**src/rtl/var_delay_line.sv**
```systemverilog
// Runtime-programmable delay line: circular buffer with a write pointer and a
// read tap placed L enabled samples behind it, L = min(dly, MAX_LEN).
module var_delay_line #(
  parameter int unsigned DW      = 8,
  parameter int unsigned MAX_LEN = 16,
  parameter int unsigned AW      = $clog2(MAX_LEN + 1)
) (
  input  logic          clk,
  input  logic          rst,
  input  logic          en,
  input  logic [AW-1:0] dly,
  input  logic [DW-1:0] in,
  output logic [DW-1:0] out,
  output logic          out_vld
);

  localparam int unsigned   PW    = (MAX_LEN > 1) ? $clog2(MAX_LEN) : 1;
  localparam logic [AW-1:0] MAX_L = AW'(MAX_LEN);

  logic [DW-1:0] mem [MAX_LEN];
  logic [PW-1:0] wptr;
  logic [PW-1:0] rptr;
  logic [AW-1:0] fill;
  logic [AW-1:0] eff_len;

  // Pointer and saturating fill count; reset wins over enable.
  always_ff @(posedge clk) begin
    if (rst) begin
      wptr <= '0;
      fill <= '0;
    end else if (en) begin
      wptr <= wptr + PW'(1);
      if (fill != MAX_L) begin
        fill <= fill + AW'(1);
      end
    end
  end

  // Sample storage, deliberately not reset.
  always_ff @(posedge clk) begin
    if (en && !rst) begin
      mem[wptr] <= in;
    end
  end

  // L == MAX_LEN truncates to zero, so the tap lands on wptr (oldest entry).
  always_comb begin
    eff_len = (dly > MAX_L) ? MAX_L : dly;
    rptr    = wptr - PW'(eff_len);
  end

  always_comb begin
    out     = '0;
    out_vld = 1'b0;
    if (eff_len == '0) begin
      out     = in;
      out_vld = 1'b1;
    end else if (fill >= eff_len) begin
      out     = mem[rptr];
      out_vld = 1'b1;
    end
  end

endmodule

```
**config.mk**
```make
export PLATFORM = sky130hd
export DESIGN_NAME = var_delay_line
export DESIGN_NICKNAME = d
export VERILOG_FILES = /design/src/rtl/var_delay_line.sv
export SDC_FILE = /design/constraint.sdc
export NUM_CORES = 1
export LEC_CHECK = 0
export CORE_UTILIZATION = 55
export CTS_BUF_LIST = sky130_fd_sc_hd__clkbuf_8
export CTS_CLUSTER_DIAMETER = 60
export DETAILED_ROUTE_END_ITERATION = 6
export DONT_BUFFER_PORTS = 1
export PLACE_DENSITY_LB_ADDON = 0.08
export SLEW_MARGIN = 25
export SYNTH_ARGS = -nofsm -noshare
export SYNTH_HDL_FRONTEND = slang
export SYNTH_SLANG_ARGS = --single-unit
```
**constraint.sdc**
```tcl
create_clock -name clk -period 3.8 [get_ports clk]
set_clock_uncertainty 0.15 [all_clocks]
set_input_delay 0.76 -clock clk [delete_from_list [all_inputs] [get_ports clk]]
set_output_delay 0.76 -clock clk [all_outputs]
set_load 0.005 [all_outputs]
```
==> results of run 1 <==
registers in the layout, summed over array words and instances, names as in the netlist:
name and flops:
mem 128, fill 5, wptr 4
synth_stat cells, types with 2 or more instances:
cell type | instances | area share
buf_2 | 8 | 0.0068
mux4_2 | 29 | 0.11
nor3_1 | 16 | 0.014
a211o_1 | 8 | 0.012
nand4_1 | 3 | 0.0032
nor2b_1 | 2 | 0.0021
nand2_1 | 7 | 0.0045
nand2b_1 | 2 | 0.0021
ha_1 | 14 | 0.030
mux4_1 | 3 | 0.013
clkbuf_1 | 2 | 0.0013
dfxtp_1 | 9 | 0.031
xor2_1 | 7 | 0.010
inv_1 | 6 | 0.0038
and2_1 | 16 | 0.017
xnor2_1 | 2 | 0.0030
edfxtp_1 | 128 | 0.65
mux2i_1 | 18 | 0.031
nor2_1 | 10 | 0.0064
a21oi_1 | 2 | 0.0017
per-layer routing:
layer	vias to the layer above	track usage	part of all wire	wire length [um]
li1	1308	-	-	-
met1	1468	0.302	0.42	4770
met2	93	0.358	0.50	5630
met3	8	0.0761	0.064	720
met4	0	0.0835	0.0098	110
met5	-	0	0	0
cell families after synthesis:
group,Yosys count,share of synthesized area
compound gates,18,0.0287
buf+inv,19,0.0187
simple gates,63,0.0607
fa+ha+maj,15,0.0332
xor+xnor,11,0.0189
mux,50,0.155
flops,137,0.685
critical path: stages:
cell	delay (ns)
nor2b_4	0.15
ha_4	0.15
inv_2	0.03
fa_2	0.56
buf_12	0.14
buf_12	0.13
mux4_2	0.51
mux2i_2	0.21
nor3_2	0.05
a211o_1	0.31
worst min-delay path by stage:
| stage | startpoint | end | slack, ns | cells after the start |
|---|---|---|---|---|
| after floorplan | fill[4]$_SDFFE_PP0P_ | fill[4]$_SDFFE_PP0P_ | 0.35 | 2 |
| after CTS | rst | wptr[0]$_SDFFE_PP0P_ | 0.20 | 1 |
| after global placement | fill[4]$_SDFFE_PP0P_ | fill[4]$_SDFFE_PP0P_ | 0.38 | 2 |
| final | rst | wptr[0]$_SDFFE_PP0P_ | 0.24 | 1 |
| after detailed placement | fill[4]$_SDFFE_PP0P_ | fill[4]$_SDFFE_PP0P_ | 0.40 | 2 |
| after global routing | rst | wptr[2]$_SDFFE_PP0P_ | 0.20 | 1 |
power by group through the flow:
stage / sequential (mW) / combinational (mW) / clock [mW]
final: 1.67 / 0.514 / 1.37
after global routing: 1.67 / 0.554 / 1.45
after CTS: 1.67 / 0.528 / 1.39
after detailed placement: 1.70 / 0.456 / 0
after global placement: 1.70 / 0.453 / 0
after floorplan: 1.70 / 0.353 / 0
final cells by class:
| class | instances | area, um2 |
|---|---|---|
| clock buffer | 17 | 234 |
| clock inverter | 15 | 230 |
| fill | 709 | 3560 |
| inverter | 6 | 22.5 |
| multi-input combinational | 157 | 1800 |
| sequential | 137 | 4030 |
| tap | 136 | 170 |
| timing repair buffer | 19 | 270 |
metrics by stage:
step	hold slack, ns	TNS (ns)	util
after global placement	0.382	-1.18	0.596
after detailed placement	0.401	-1.31	0.596
after floorplan	0.354	0	-
after CTS	0.205	-0.892	0.655
after global routing	0.196	-1.32	0.655
final	0.238	-0.668	0.655
repair_timing:
| item | 4_1_cts | 5_1_grt |
|---|---|---|
| buffers inserted | 4 | 1 |
| gates cloned | 2 | 0 |
| pin swaps | 5 | 5 |
| gates resized for setup | 12 | 3 |
| endpoints found under the setup margin | 8 | 8 |
==> flow_summary.ini, run 1 <==
[status]
outcome = finished, violations left
violations = setup timing

[power_and_ir_drop]
power.internal_mw = 2.79
p_clk_frac = 0.385
leakage_nw = 2.34
vdd_drop_max_uv = 245
finalPower_mw = 3.55
p_sw_uw = 768
power.density_nw_per_um2 = 526
comb_power_share = 0.145
sw_frac_of_total = 0.216
power.share.sequential = 0.470

[placed_design]
postPlaceCellArea_um2 = 6150
place.gp.congestion = 0.745
numPortBuffers = 0
dp_hpwl_um = 7230
dp_slack_ns = -0.237
dp_cells = 449

[floorplan]
rows = 37
die_w_um = 105
dieArea_um2 = 11100
core_area_um2 = 10300
start_util = 0.569
dieHeight_um = 105
io_pins = 25

[cts]
root_buffer = clkbuf_8
cts_made_buffers = 17
clockBufferDepth = 2
h-tree-depth = 4
cts_sinks = 137
clk_pin_slew_ns = 0.07
cts_tree = yes
hold_buffers = 0
clock_latency_ns = 0.43

[yosys]
avgSynthCellArea_um2 = 18.8
async_flop_share = 0
synth_nets = 344
syn_inst = 313
syn_area_um2 = 5880
ys_warn_count = 0
synth-seq-cells = 137
ys_seq_area_frac = 0.685
ys_types = 41
synth_edf_count = 128
synth_flop_cell = edfxtp_1

[global_route]
antenna_found_initial = 0
grt_max_degree = 24
grt_pass1_vias = 3033
track_usage = 0.229
grt_pass1_wl_um = 17600
grt-ovfl-total = 0

[final_layout]
design_area_um2 = 6760
antennaDiodeCount = 0
nets = 369
final_common_cell = edfxtp_1
drive_above_1_share = 0.279
layout.cells.most_common_list = edfxtp_1, mux4_2, clkbuf_8
syn2layout_area_growth_pct = 15.0
fin_cells = 487

[sta]
finalWorstSetupSlack_ns = -0.142
drv_slew = 0
period_minus_slack_ns = 3.94
relSlewSlack = 0.640
final_hold_viol_count = 0
period_share = 1.04
rsz0062_at_grt = true
finalSetupViolCount = 8
max_clock_freq_mhz = 254
worst_slew_pin_slew_ns = 0.540

[worst_setup_path]
reg2reg_to = mem[2][3]$_DFFE_PP_
arrival_ns = 3.03
critPathCapture = out[7]
critical_path_class = input port to output port
cp-start-kind = input port
worst_setup_path_end_kind = output port
crit_path_start = dly[0]
cp_max_fo = 5
reg2reg_from = wptr[3]$_SDFFE_PP0P_
cp_data_required_time_ns = 2.89
worstRegToRegCells = 2
r2r_slack_ns = 1.96

[routing]
drt-total-wl_um = 11200
viasPerCell = 5.91
drc = 0
dr_total_vias = 2877
ant_nets = 0
drt_first_pass_iters = 5
avgRoutedWirePerCell_um = 23.1
drtIter0Drc = 223

[flow_run]
cap_violations = 0

[hold_path]
holdCritPathClass = input port to flop
Note: power is estimated with default switching activity, not from simulation.
==> inputs of run 2 (changes only) <==
==> constraint.sdc (replaced) <==
create_clock -name clk -period 5 [get_ports clk]
set_clock_uncertainty 0.15 [all_clocks]
set_input_delay 1 -clock clk [delete_from_list [all_inputs] [get_ports clk]]
set_output_delay 1 -clock clk [all_outputs]
set_load 0.005 [all_outputs]
==> run 2 against run 1 <==
The run now ends clean. Clock power shrank 40%. Via count fell by 2.5%. Sequential power is 24% lower. Wire length is 1.3% higher. Critical path type unchanged. Largest power group unchanged. Highest routed layer unchanged.
==> flow_summary.ini, run 2 (same netlist as run 1, synthesis figures left out) <==
[status]
outcome = completed

[floorplan]
dieArea_um2 = 11100
core_area_um2 = 10300
dieHeight_um = 105
rows = 37
start_util = 0.569
io_pins = 25
die_w_um = 105

[sta]
period_share = 0.928
final_hold_viol_count = 0
drv_slew = 0
worst_slew_pin_slew_ns = 0.736
fin_tns_setup_ns = 0
finalWorstSetupSlack_ns = 0.361
relSlewSlack = 0.509
period_minus_slack_ns = 4.64
max_clock_freq_mhz = 216
finalSetupViolCount = 0
rsz0062_at_grt = false

[final_layout]
fill_cells = 738
syn2layout_area_growth_pct = 8.73
layout.cells.most_common_list = edfxtp_1, mux4_2, mux2i_1
regMostFlops = mem
nets = 354
drive_above_1_share = 0.197
reg_top3 = mem: 128 flops, fill: 5 flops, wptr: 4 flops
largest_reg_flops = 128
final_common_cell = edfxtp_1
utilization = 0.619
antennaDiodeCount = 0

[routing]
drtIter0Drc = 228
drc = 0
drt-total-wl_um = 11400
drt_first_pass_iters = 4
viasPerCell = 5.96
avgRoutedWirePerCell_um = 24.2
ant_nets = 0
dr_total_vias = 2805

[hold_path]
hold_depth = 2
holdCritPathClass = flop to flop
holdPathEnd = fill[4]$_SDFFE_PP0P_
min_from = fill[4]$_SDFFE_PP0P_

[worst_setup_path]
cp_data_required_time_ns = 3.85
critPathSlowestCell = mux4_1
worst_setup_path_end_kind = output port
critical_path_class = input port to output port
reg2reg_to = mem[1][3]$_DFFE_PP_
path_cells = nor2b_1, ha_1, inv_1, fa_2, buf_12, mux4_1, mux2i_1, nor3_1, a211o_1
r2r_slack_ns = 3.08
cp_max_fo = 32
cp-start-kind = input port
worstRegToRegCells = 2
reg2reg_from = wptr[3]$_SDFFE_PP0P_
cpPeakStageDelay_ns = 0.62
arrival_ns = 3.49

[global_route]
grt_pass1_wl_um = 17700
grt_pass1_vias = 3031
grt_max_degree = 33
antenna_found_initial = 0
track_usage = 0.232
grt-ovfl-total = 0

[cts]
clockBufferDepth = 2
clk_pin_slew_ns = 0.07
cts_sinks = 137
postCtsSetupRepairBufs = 0
hold_buffers = 0
h-tree-depth = 4
ctsResizeCount = 0
cts_made_buffers = 17
clock_latency_ns = 0.43
cts_tree = yes
root_buffer = clkbuf_8

[power_and_ir_drop]
vdd_drop_max_uv = 165
leakage_nw = 2.21
power.density_nw_per_um2 = 375

[flow_run]
cap_violations = 0

[placed_design]
place.gp.congestion = 0.724
dp_hpwl_um = 7220
numPortBuffers = 0
dp_slack_ns = 0.322
-- run 2: how the worst max path moves through the flow --
stage                       from  endpoint  slack (ns)  cells after the start
after global placement    dly[0]    out[5]        0.37                      9
after CTS                 dly[0]    out[5]        0.32                      9
after global routing      dly[0]    out[5]        0.21                      9
final                     dly[0]    out[5]        0.36                      9
after floorplan           dly[0]    out[5]        0.45                     10
after detailed placement  dly[0]    out[5]        0.32                      9
-- run 2: power by group --
group | internal (mW) | leakage, nW | switching (mW)
clock | 0.425 | 0.192 | 0.392
combinational | 0.155 | 0.786 | 0.155
sequential | 1.26 | 1.23 | 0.00680
-- run 2: worst max-delay path: cells and delay by family --
family	cells	cell delay (ns)
multiplexers	2	0.76
adder cells (fa/ha/maj)	2	0.80
AO/OA/AOI/OAI	1	0.33
AND/OR/NAND/NOR	2	0.23
buffers and inverters	2	0.34
-- run 2: cell type report --
class | count | area (um2) | area share
Multi-Input combinational cell | 157 | 1770 | 0.276
Clock inverter | 14 | 120 | 0.0188
Tap cell | 136 | 170 | 0.0266
Clock buffer | 17 | 234 | 0.0366
Inverter | 6 | 22.5 | 0.00352
Sequential cell | 137 | 4020 | 0.630
Timing Repair Buffer | 4 | 55.1 | 0.00861
-- run 2: routing by layer --
| layer | track usage | vias to the layer above | routed length (um) |
|---|---|---|---|
| met1 | 0.308 | 1405 | 4710 |
| met5 | 0 | - | 0 |
| met4 | 0.103 | 0 | 199 |
| met2 | 0.359 | 107 | 5640 |
| met3 | 0.0662 | 12 | 825 |
| li1 | - | 1281 | - |
-- run 2: per-stage QoR --
stage	instances	power, mW	cell area, um2	hold slack, ns
after floorplan	313	1.54	5880	0.354
after global placement	440	1.61	6040	0.405
after detailed placement	440	1.61	6040	0.396
after CTS	471	2.42	6390	0.426
after global routing	471	2.49	6390	0.438
final	471	2.40	6390	0.429
